## src/rtl/worley_point_scheduler_if.sv

```systemverilog
// Handshake/bus bundle between the sync-side controller and the Worley point scheduler.
interface worley_point_scheduler_if #(
    parameter int unsigned NUM_POINTS = 4,
    parameter int unsigned COORD_W    = 10
);
    logic                             frame_tick;
    logic                             freeze;
    logic [NUM_POINTS*COORD_W-1:0]    point_x;
    logic [NUM_POINTS*COORD_W-1:0]    point_y;
    logic                             busy;
    logic                             done;
    logic                             overrun;
    logic [15:0]                      frame_cnt;

    modport master (
        output frame_tick, freeze,
        input  point_x, point_y, busy, done, overrun, frame_cnt
    );

    modport slave (
        input  frame_tick, freeze,
        output point_x, point_y, busy, done, overrun, frame_cnt
    );
endinterface

```

## src/rtl/worley_point_scheduler.sv

```systemverilog
// Per-frame animator for the Worley feature points: one shared add/reflect unit, atomic publish.
// Optional feature macro: WORLEY_SCHED_LFSR_EN (LFSR-chosen speed magnitude on each bounce).
module worley_point_scheduler #(
    parameter int unsigned NUM_POINTS = 4,
    parameter int unsigned COORD_W    = 10,
    parameter int unsigned H_MAX      = 639,
    parameter int unsigned V_MAX      = 479
) (
    input  logic                     clk,
    input  logic                     reset,
    worley_point_scheduler_if.slave  bus
);
    localparam int unsigned SW    = COORD_W + 2;
    localparam int unsigned IDX_W = (NUM_POINTS > 1) ? $clog2(NUM_POINTS) : 1;
    localparam int unsigned PW    = NUM_POINTS * COORD_W;

    typedef enum logic [1:0] {
        IDLE   = 2'd0,
        UPD_X  = 2'd1,
        UPD_Y  = 2'd2,
        COMMIT = 2'd3
    } state_e;

    state_e                  state_q, state_d;
    logic [IDX_W-1:0]        idx_q, idx_d;
    logic [COORD_W-1:0]      x_q  [NUM_POINTS];
    logic [COORD_W-1:0]      x_d  [NUM_POINTS];
    logic [COORD_W-1:0]      y_q  [NUM_POINTS];
    logic [COORD_W-1:0]      y_d  [NUM_POINTS];
    logic signed [3:0]       vx_q [NUM_POINTS];
    logic signed [3:0]       vx_d [NUM_POINTS];
    logic signed [3:0]       vy_q [NUM_POINTS];
    logic signed [3:0]       vy_d [NUM_POINTS];
    logic [PW-1:0]           pub_x_q, pub_x_d;
    logic [PW-1:0]           pub_y_q, pub_y_d;
    logic                    busy_q, busy_d;
    logic                    done_q, done_d;
    logic                    overrun_q, overrun_d;
    logic [15:0]             frame_cnt_q, frame_cnt_d;

    logic                    is_y;
    logic [COORD_W-1:0]      sel_pos;
    logic signed [3:0]       sel_v;
    logic signed [3:0]       bounce_v;
    logic signed [SW-1:0]    sum;
    logic signed [SW-1:0]    max_s;
    logic [COORD_W-1:0]      upd_pos;
    logic signed [3:0]       upd_v;

    function automatic logic [COORD_W-1:0] rst_x(input int i);
        case (i)
            0:       rst_x = COORD_W'(100);
            1:       rst_x = COORD_W'(300);
            2:       rst_x = COORD_W'(500);
            default: rst_x = COORD_W'(100);
        endcase
    endfunction

    function automatic logic [COORD_W-1:0] rst_y(input int i);
        case (i)
            0:       rst_y = COORD_W'(100);
            1:       rst_y = COORD_W'(200);
            2:       rst_y = COORD_W'(400);
            default: rst_y = COORD_W'(400);
        endcase
    endfunction

    function automatic logic signed [3:0] rst_vx(input int i);
        case (i)
            0:       rst_vx = 4'sd1;
            1:       rst_vx = -4'sd2;
            2:       rst_vx = 4'sd2;
            default: rst_vx = -4'sd1;
        endcase
    endfunction

    function automatic logic signed [3:0] rst_vy(input int i);
        case (i)
            0:       rst_vy = -4'sd1;
            1:       rst_vy = 4'sd2;
            2:       rst_vy = -4'sd1;
            default: rst_vy = -4'sd3;
        endcase
    endfunction

`ifdef WORLEY_SCHED_LFSR_EN
    logic [15:0] lfsr_q, lfsr_d;
    logic [2:0]  mag;

    // Bounce keeps the reflected sign but takes a pseudo-random nonzero magnitude.
    always_comb begin
        lfsr_d   = {lfsr_q[14:0], lfsr_q[15] ^ lfsr_q[13] ^ lfsr_q[12] ^ lfsr_q[10]};
        mag      = (lfsr_q[2:0] == 3'd0) ? 3'd1 : lfsr_q[2:0];
        bounce_v = sel_v[3] ? $signed({1'b0, mag}) : -$signed({1'b0, mag});
    end

    always_ff @(posedge clk or posedge reset) begin
        if (reset) lfsr_q <= 16'hACE1;
        else       lfsr_q <= lfsr_d;
    end
`else
    always_comb bounce_v = -sel_v;
`endif

    // Shared add/reflect unit, steered by the sweep state and index.
    always_comb begin
        is_y    = (state_q == UPD_Y);
        sel_pos = is_y ? y_q[idx_q]  : x_q[idx_q];
        sel_v   = is_y ? vy_q[idx_q] : vx_q[idx_q];
        max_s   = is_y ? SW'(V_MAX) : SW'(H_MAX);
        sum     = $signed({2'b00, sel_pos}) + $signed({{(SW-4){sel_v[3]}}, sel_v});
        upd_pos = sum[COORD_W-1:0];
        upd_v   = sel_v;
        if (sum[SW-1]) begin
            upd_pos = '0;
            upd_v   = bounce_v;
        end else if (sum > max_s) begin
            upd_pos = max_s[COORD_W-1:0];
            upd_v   = bounce_v;
        end
    end

    always_comb begin
        state_d     = state_q;
        idx_d       = idx_q;
        x_d         = x_q;
        y_d         = y_q;
        vx_d        = vx_q;
        vy_d        = vy_q;
        pub_x_d     = pub_x_q;
        pub_y_d     = pub_y_q;
        frame_cnt_d = frame_cnt_q;
        done_d      = 1'b0;
        overrun_d   = overrun_q;

        case (state_q)
            IDLE: begin
                if (bus.frame_tick && !bus.freeze) begin
                    idx_d   = '0;
                    state_d = UPD_X;
                end
            end
            UPD_X: begin
                x_d[idx_q]  = upd_pos;
                vx_d[idx_q] = upd_v;
                state_d     = UPD_Y;
            end
            UPD_Y: begin
                y_d[idx_q]  = upd_pos;
                vy_d[idx_q] = upd_v;
                if (idx_q == IDX_W'(NUM_POINTS - 1)) begin
                    state_d = COMMIT;
                end else begin
                    idx_d   = idx_q + IDX_W'(1);
                    state_d = UPD_X;
                end
            end
            COMMIT: begin
                for (int i = 0; i < int'(NUM_POINTS); i++) begin
                    pub_x_d[i*int'(COORD_W) +: COORD_W] = x_q[i];
                    pub_y_d[i*int'(COORD_W) +: COORD_W] = y_q[i];
                end
                frame_cnt_d = frame_cnt_q + 16'd1;
                done_d      = 1'b1;
                state_d     = IDLE;
            end
            default: state_d = IDLE;
        endcase

        // Any tick outside IDLE (COMMIT included) is dropped and flagged.
        if (bus.frame_tick && (state_q != IDLE)) overrun_d = 1'b1;
        busy_d = (state_d != IDLE);
    end

    always_ff @(posedge clk or posedge reset) begin
        if (reset) begin
            state_q     <= IDLE;
            idx_q       <= '0;
            busy_q      <= 1'b0;
            done_q      <= 1'b0;
            overrun_q   <= 1'b0;
            frame_cnt_q <= '0;
            for (int i = 0; i < int'(NUM_POINTS); i++) begin
                x_q[i]  <= rst_x(i);
                y_q[i]  <= rst_y(i);
                vx_q[i] <= rst_vx(i);
                vy_q[i] <= rst_vy(i);
                pub_x_q[i*int'(COORD_W) +: COORD_W] <= rst_x(i);
                pub_y_q[i*int'(COORD_W) +: COORD_W] <= rst_y(i);
            end
        end else begin
            state_q     <= state_d;
            idx_q       <= idx_d;
            x_q         <= x_d;
            y_q         <= y_d;
            vx_q        <= vx_d;
            vy_q        <= vy_d;
            pub_x_q     <= pub_x_d;
            pub_y_q     <= pub_y_d;
            busy_q      <= busy_d;
            done_q      <= done_d;
            overrun_q   <= overrun_d;
            frame_cnt_q <= frame_cnt_d;
        end
    end

    assign bus.point_x   = pub_x_q;
    assign bus.point_y   = pub_y_q;
    assign bus.busy      = busy_q;
    assign bus.done      = done_q;
    assign bus.overrun   = overrun_q;
    assign bus.frame_cnt = frame_cnt_q;
endmodule

```

## src/flat_wrapper.sv

```systemverilog
// flat-port wrapper written by rule: the top's interface ports become plain ports
module worley_point_scheduler_flat 
#(
    parameter int unsigned NUM_POINTS = 4,
    parameter int unsigned COORD_W    = 10,
    parameter int unsigned H_MAX      = 639,
    parameter int unsigned V_MAX      = 479
)
  (clk, reset, bus_frame_tick, bus_freeze, bus_point_x, bus_point_y, bus_busy, bus_done, bus_overrun, bus_frame_cnt);
  worley_point_scheduler_if #(.NUM_POINTS(NUM_POINTS), .COORD_W(COORD_W)) bus_i ();
  input  logic clk;
  input  logic reset;
  input wire logic [$bits(bus_i.frame_tick)-1:0] bus_frame_tick;
  input wire logic [$bits(bus_i.freeze)-1:0] bus_freeze;
  output wire logic [$bits(bus_i.point_x)-1:0] bus_point_x;
  output wire logic [$bits(bus_i.point_y)-1:0] bus_point_y;
  output wire logic [$bits(bus_i.busy)-1:0] bus_busy;
  output wire logic [$bits(bus_i.done)-1:0] bus_done;
  output wire logic [$bits(bus_i.overrun)-1:0] bus_overrun;
  output wire logic [$bits(bus_i.frame_cnt)-1:0] bus_frame_cnt;
  assign bus_i.frame_tick = bus_frame_tick;
  assign bus_i.freeze = bus_freeze;
  assign bus_point_x = bus_i.point_x;
  assign bus_point_y = bus_i.point_y;
  assign bus_busy = bus_i.busy;
  assign bus_done = bus_i.done;
  assign bus_overrun = bus_i.overrun;
  assign bus_frame_cnt = bus_i.frame_cnt;
  worley_point_scheduler #(.NUM_POINTS(NUM_POINTS), .COORD_W(COORD_W), .H_MAX(H_MAX), .V_MAX(V_MAX)) u_core (.clk(clk), .reset(reset), .bus(bus_i));
endmodule
```

## config.mk

```make
export PLATFORM = sky130hd
export DESIGN_NAME = worley_point_scheduler_flat
export DESIGN_NICKNAME = d
export VERILOG_FILES = /design/src/rtl/worley_point_scheduler_if.sv /design/src/rtl/worley_point_scheduler.sv /design/src/flat_wrapper.sv
export SDC_FILE = /design/constraint.sdc
export NUM_CORES = 1
export LEC_CHECK = 0
export CAP_MARGIN = 20
export CORE_ASPECT_RATIO = 1.5
export CORE_MARGIN = 5
export CORE_UTILIZATION = 30
export CTS_BUF_LIST = sky130_fd_sc_hd__clkbuf_8
export CTS_CLUSTER_SIZE = 10
export DETAILED_ROUTE_END_ITERATION = 8
export SLEW_MARGIN = 20
export SYNTH_ARGS = -nofsm -noshare
export SYNTH_HDL_FRONTEND = slang
export SYNTH_SLANG_ARGS = --single-unit
```

## constraint.sdc

```tcl
create_clock -name clk -period 10 [get_ports clk]
set_clock_uncertainty 0.05 [all_clocks]
set_input_delay 3 -clock clk [delete_from_list [all_inputs] [get_ports clk]]
set_output_delay 3 -clock clk [all_outputs]
set_load 0.1 [all_outputs]
```

---- Yosys cells after proc, flatten, opt, wreduce, memory -nomap -nowiden ----
Index checks and enable logic that the tools add are counted.
operators by class
  add/subtract/negate cells ............... 4
  order comparisons ....................... 3
  eq/ne operators ......................... 6
  mux-type cells .......................... 34
  bitwise gates (word level) .............. 1
  reduce and logical (&&, ||, !) cells .... 9
operators with widths
  cell                                                         number
  2-to-1 mux 10 bit                                            9
  bitwise mux 40 bit                                           2
  binary-select mux 10 bit (select 2 bit)                      2
  bitwise mux 16 bit                                           2
  2-to-1 mux 4 bit                                             8
  demux 10 bit (select 2 bit)                                  1
  adder 16 x 1 -> 16 bit (second input constant)               1
  binary-select mux 4 bit (select 2 bit)                       2
  adder 11 x 4 -> 12 bit                                       1
  > comparator 12 bit                                          1
  demux 4 bit (select 2 bit)                                   1
  2-to-1 mux 2 bit                                             4
  one-hot mux 2 bit (4 select lines)                           1
  equality test 2 bit (second input constant)                  3
  nonzero test 2 bit                                           3
  negator 4 bit                                                1
  one-hot mux 2 bit (2 select lines)                           1
  >= comparator 3 bit (second input constant)                  1
  logical AND 1 bit                                            3
  less-than comparator 3 x 1 -> 1 bit (second input constant)  1
  inverter 2 -> 3 bit                                          1
  AND reduction 3 bit                                          1
  adder 2 x 1 -> 2 bit (second input constant)                 1
  equality test 2 x 1 -> 1 bit (second input constant)         1
  5 further kinds                                              5
storage, ports and cells
  register bits ........................... 215
  input port bits ......................... 4
  output and inout bits ................... 99
  word-level logic and storage cells ...... 81

---- Logic depth before layout (Yosys ltp) ----
  depth after elaboration ................. 10
  gate-level depth with buffers ........... 27
  mapped depth without buffers ............ 22

---- Worst setup path before layout ----
Ideal clock, no wire load.
  path type ............................... register to register
  from .................................... register u_core.idx_q[0]
  to ...................................... register u_core.vx_q[13] in the netlist's numbering
  setup time .............................. 0.126 ns
  data arrival time ....................... 5.516 ns
  data required time ...................... 9.824 ns
  slack ................................... 4.307 ns
  stages on the path, launching flop included .. 27
  buffers on the path ..................... 5
  period minus slack after synthesis ...... 5.693 ns
  cells stage by stage .................... dfrtp_1 -> buf_2 -> buf_1 -> buf_2 -> mux4_2 -> nand2_1 -> nand2_1 -> ha_1 -> inv_1 -> fa_1 -> nor2b_4 -> o2111ai_2 -> a31o_2 -> a21boi_0 -> or3_1 -> nand2_1 -> inv_1 -> ha_1 -> and3_1 -> nand4_1 -> nor3_1 -> nand4_1 -> and2_1 -> buf_2 -> clkbuf_1 -> nor4_1 -> a311o_1
between the ends
  word-level cells in the longest chain between the ends .. 10
  elaborated cells between the ends (all ways) .. 26
  those cells by class .................... 2 x add/sub; 3 x order compare; 19 x mux; 1 x bitwise; 1 x reduce/logical
ends and longest elaborated chain
  what                                                                                               RTL line                                                                                     text
  start, declared                                                                                    worley_point_scheduler.sv:25                                                                 logic [IDX_W-1:0] idx_q, idx_d;
  start signal, assigned                                                                             worley_point_scheduler.sv:193                                                                idx_q <= idx_d;
  inverter 2 -> 3 bit (implied by the code) (*)                                                      worley_point_scheduler.sv:108, worley_point_scheduler.sv:109, worley_point_scheduler.sv:145
  binary-select mux 10 bit (select 2 bit) or binary-select mux 4 bit (select 2 bit) (tied branches)  worley_point_scheduler.sv:108, worley_point_scheduler.sv:109
  2-to-1 mux 10 bit (implied by the code) or 2-to-1 mux 4 bit (tied branches) (2 in series)          worley_point_scheduler.sv:108, worley_point_scheduler.sv:109
  2-to-1 mux 10 bit or 2-to-1 mux 4 bit (tied branches)                                              worley_point_scheduler.sv:108, worley_point_scheduler.sv:109
  adder 11 x 4 -> 12 bit                                                                             worley_point_scheduler.sv:111                                                                sum = $signed({2'b00, sel_pos}) + $signed({{(SW-4){sel_v[3]}}, sel_v});
  > comparator 12 bit                                                                                worley_point_scheduler.sv:117                                                                end else if (sum > max_s) begin
  2-to-1 mux 4 bit                                                                                   worley_point_scheduler.sv:117
  2-to-1 mux 4 bit                                                                                   worley_point_scheduler.sv:114                                                                if (sum[SW-1]) begin
  bitwise mux 16 bit (*)                                                                             worley_point_scheduler.sv:145                                                                vx_d[idx_q] = upd_v;
  end signal, assigned by index                                                                      worley_point_scheduler.sv:186                                                                vx_q[i] <= rst_vx(i);
  end signal, assigned                                                                               worley_point_scheduler.sv:196                                                                vx_q <= vx_d;
  end, declared                                                                                      worley_point_scheduler.sv:30                                                                 logic signed [3:0] vx_q [NUM_POINTS];
Every way passes the cells marked *; elsewhere a longest branch is shown, timed or not. The select of a mux whose other input is x is not followed.
A chain may end at the register's enable or synchronous reset.

---- Final worst setup path ----
  from .................................... register u_core.idx_q[1]
  to ...................................... register u_core.vy_q[1] in the netlist's numbering
between the ends
  word-level cells in the longest chain between the ends .. 10
  elaborated cells between the ends (all ways) .. 26
  those cells by class .................... 2 x add/sub; 3 x order compare; 19 x mux; 1 x bitwise; 1 x reduce/logical
ends and longest elaborated chain
  what                                                                                               RTL line                                                                                     text
  inverter 2 -> 3 bit (implied by the code) (*)                                                      worley_point_scheduler.sv:108, worley_point_scheduler.sv:109, worley_point_scheduler.sv:150
  binary-select mux 10 bit (select 2 bit) or binary-select mux 4 bit (select 2 bit) (tied branches)  worley_point_scheduler.sv:108, worley_point_scheduler.sv:109
  2-to-1 mux 10 bit (implied by the code) or 2-to-1 mux 4 bit (tied branches) (2 in series)          worley_point_scheduler.sv:108, worley_point_scheduler.sv:109
  2-to-1 mux 10 bit or 2-to-1 mux 4 bit (tied branches)                                              worley_point_scheduler.sv:108, worley_point_scheduler.sv:109
  adder 11 x 4 -> 12 bit                                                                             worley_point_scheduler.sv:111
  > comparator 12 bit                                                                                worley_point_scheduler.sv:117
  2-to-1 mux 4 bit                                                                                   worley_point_scheduler.sv:117
  2-to-1 mux 4 bit                                                                                   worley_point_scheduler.sv:114
  bitwise mux 16 bit (*)                                                                             worley_point_scheduler.sv:150                                                                vy_d[idx_q] = upd_v;
  end signal, assigned by index                                                                      worley_point_scheduler.sv:187                                                                vy_q[i] <= rst_vy(i);
  end signal, assigned                                                                               worley_point_scheduler.sv:197                                                                vy_q <= vy_d;
  end, declared                                                                                      worley_point_scheduler.sv:32                                                                 logic signed [3:0] vy_q [NUM_POINTS];
Marks and branches as above.

==> impl_metrics.tcl <==
set metrics [dict create \
    final_common_cell "nand2_1" \
    cts_tree "yes" \
    cts_root_buffer "clkbuf_8" \
    clk_pin_slew_ns 0.06 \
    hold_path_end "u_core.bus.point_y[6]$_DFFE_PP1P_" \
    dieArea_um2 37980 \
    cts_setup_buffers 0 \
    r2r_end "u_core.vy_q[1]$_DFFE_PP0P_" \
    grt.total_usage_pct 15.10 \
    drt_iter0_drc 395 \
    fp.dieH_um 236.2 \
    grt_pass1_vias 8234 \
    port-buffer-count 102 \
    crit_chain "mux4_2 -> mux2i_4 -> inv_1 -> ha_1 -> nand3_1 -> o211ai_1 -> a31o_2 -> xor2_1 -> inv_1 -> ha_1 -> and3_1 -> nand4_1 -> nor3_1 -> nand4_1 -> nand2_1 -> nand2_1 -> a311o_1" \
    cts_buffer_depth 3 \
    antenna_found_initial 1 \
    clock-sinks 215 \
    final_nets 1155 \
    hold_depth 2 \
    setup.worst_path.end_class "flip-flop" \
    maxSlewHeadroom_pct 28.71 \
    yosys_most_used_dff "dfrtp_1" \
    gp_congestion 0.9056 \
    path_max_fanout 32 \
    synth_area_um2 10230 \
    synth-simple-area-share_pct 20.88 \
    hold_buffers 0 \
    routed_wl_mm 28.93 \
    via_per_inst 5.013 \
    synth_mux_area_share_pct 7.091 \
    firstDrtPassIters 5 \
    final_cell_mix "nand2_1 (396), dfrtp_1 (137), clkdlybuf4s50_1 (102)" \
    min_from "u_core.bus.point_y[6]$_DFFE_PP1P_" \
    synth.yosys.seq_area_share_pct 53.52 \
    ys_seq_elements 215 \
    syn_nets 1077 \
    grt_max_degree 141 \
    yosys.area_share.adder_pct 2.763 \
    crit_start "u_core.idx_q[1]$_DFFE_PP0P_" \
    worst_hold_path_type "flip-flop to flip-flop" \
    numCtsBuffers 34 \
    synth_xor_area_share_pct 1.956 \
    num_io_pins 103 \
    rows 83 \
    crit_path_start_kind "flip-flop" \
    clkLatencyLatePin_ns 0.54 \
    dp_hpwl_mm 20.03 \
    core_um2 33960 \
    grt_pass1_wl_mm 45.92 \
    r2r_cells 17 \
    slowest_delay_ns 0.94 \
    crit_family "simple AND/OR/NAND/NOR gates" \
    tightest_slew_ns 1.047 \
    synth_edf_count 0 \
    rrSetupSlack_ns 3.46 \
    grt.overflow.total 0 \
    drv_cap 0 \
    cts_resized 0 \
    synth-compound-area-share_pct 10.42 \
    slowest_stage "dfrtp_2" \
    die-width_um 160.8 \
    synth_top_family_by_area "simple AND/OR/NAND/NOR gates" \
    areaGrowthSynthToFinish_pct 20.06 \
    path_buf_inv 2 \
    cp_data_arrival_time_ns 6.88 \
    finalCriticalPeriod_ns 6.538 \
    ant_nets 0 \
    postSynthAreaPerCell_um2 9.737 \
    drc 0 \
    synthCells 1051 \
    fin_crit_sh_pct 65.38 \
    htreeDepth 2 \
    setup_viol_count_final 0 \
    yosys.cell_types.count 57 \
    hold_viol 0 \
    setup_tns_ns 0 \
    path_class "flip-flop to flip-flop" \
    max_freq_mhz 153.0 \
    cp_data_required_time_ns 10.34 \
    synth-async-reset-ratio_pct 100.0 \
    avgRoutedWirePerCell_um 18.31 \
    initial_core_util_pct 30.14 \
    finalMaxSlewViolations 0 \
    reg2reg_from "u_core.idx_q[1]$_DFFE_PP0P_" \
    status "finished, final reports clean" \
    utilization_pct 36.18 \
    fillCellCount 3373 \
    yosys_warnings 0 \
    drive_above_1_share_pct 15.77 \
    dr_total_vias 7921 \
    grt_setup_unrepaired "no" \
]
## per-layer routing
| layer | up-vias | GRT usage [%] | routed length, µm |
|---|---|---|---|
| met2 | 207 | 27.56 | 15280 |
| met1 | 3905 | 16.70 | 10910 |
| li1 | 3723 | - | - |
| met3 | 86 | 2.063 | 1129 |
| met5 | - | 0 | 0 |
| met4 | 0 | 8.562 | 1615 |
## flip-flops by register name, indices dropped and copies added (netlist names)
register	cells
u_core.bus.point_x	40
u_core.bus.point_y	40
u_core.x_q	40
u_core.y_q	40
u_core.bus.frame_cnt	16
u_core.vx_q	16
u_core.vy_q	16
u_core.idx_q	2
u_core.state_q	2
u_core.bus.busy	1
u_core.bus.done	1
u_core.bus.overrun	1
## worst max path at each step
| stage | end | slack [ns] | depth (start not counted) |
|---|---|---|---|
| global route | u_core.x_q[19]$_DFFE_PP0P_ | 2.90 | 18 |
| detailed placement | u_core.x_q[19]$_DFFE_PP0P_ | 3.51 | 18 |
| global placement | u_core.vy_q[1]$_DFFE_PP0P_ | 3.63 | 18 |
| CTS | u_core.x_q[19]$_DFFE_PP0P_ | 3.50 | 18 |
| floorplan | u_core.bus.busy$_DFF_PP0_ | 1.20 | 1 |
| finish | u_core.vy_q[1]$_DFFE_PP0P_ | 3.46 | 17 |
## logic make-up (layout without fill, tap and decap cells)
family                   count (synthesis)  after routing
buffers and inverters                   88            191
adder cells (fa/ha/maj)                 22             22
multiplexers                            34             34
AND/OR/NAND/NOR                        512            512
flip-flops                             215            215
other                                    0              1
AO/OA/AOI/OAI                          158            158
XOR/XNOR                                22             22
## metrics by stage
step,setup slack (ns),hold slack [ns],instances,instance area [µm²]
4_1_cts,3.498,0.4092,1579,12270
5_1_grt,2.903,0.4252,1580,12290
3_3_place_gp,3.629,0.3975,1518,11580
3_5_place_dp,3.513,0.3993,1518,11580
6_report,3.462,0.4085,1580,12290
2_1_floorplan,1.198,0.3870,1051,10230
## cell type report
class,instances,area [µm²],area share (%)
Timing Repair Buffer,108,1066,8.676
Tap cell,425,531.8,4.328
Clock buffer,43,591.8,4.817
Inverter,22,90.09,0.7332
Sequential cell,215,5478,44.58
Antenna cell,1,2.502,0.02037
Multi-Input combinational cell,748,4431,36.06
Clock inverter,18,96.34,0.7841
## worst min-delay path: stages, from the launching register on
cell and delay [ns]:
dfstp_2 0.37, nand2_1 0.05, nand2_1 0.04
## synthesized netlist by cell type, types with 2 or more instances
master    number  area share [%]
a31o_2         2            0.17
o311ai_0       3            0.26
a21oi_1       18            0.88
nand2b_1       4            0.24
xnor2_1       17             1.5
a31oi_1       12            0.73
and3_1        11            0.67
dfstp_2       77              20
a311o_1        9            0.88
buf_1         12            0.44
xor2_1         4            0.34
ha_1          21             2.6
nor2b_1        2            0.12
o31ai_4        4            0.83
inv_1         22            0.81
nor2_1        20            0.73
nand2_1      397              15
o21ai_0       76             3.7
o211ai_1       5            0.37
mux4_2        28             6.2
o31ai_1       13            0.95
buf_2          6            0.29
and2_1        20             1.2
dfrtp_1      138              34
nor3_1        11            0.54
mux2i_4        2            0.44
clkbuf_1      47             1.7
nand4_1       15            0.92
a21o_1         2            0.15
nand3_1       18            0.88
nor4_1         8            0.49
or3_1          2            0.12
Power is not shown: default switching activity piles up to over one toggle a cycle in this logic, so the estimate is an artifact.
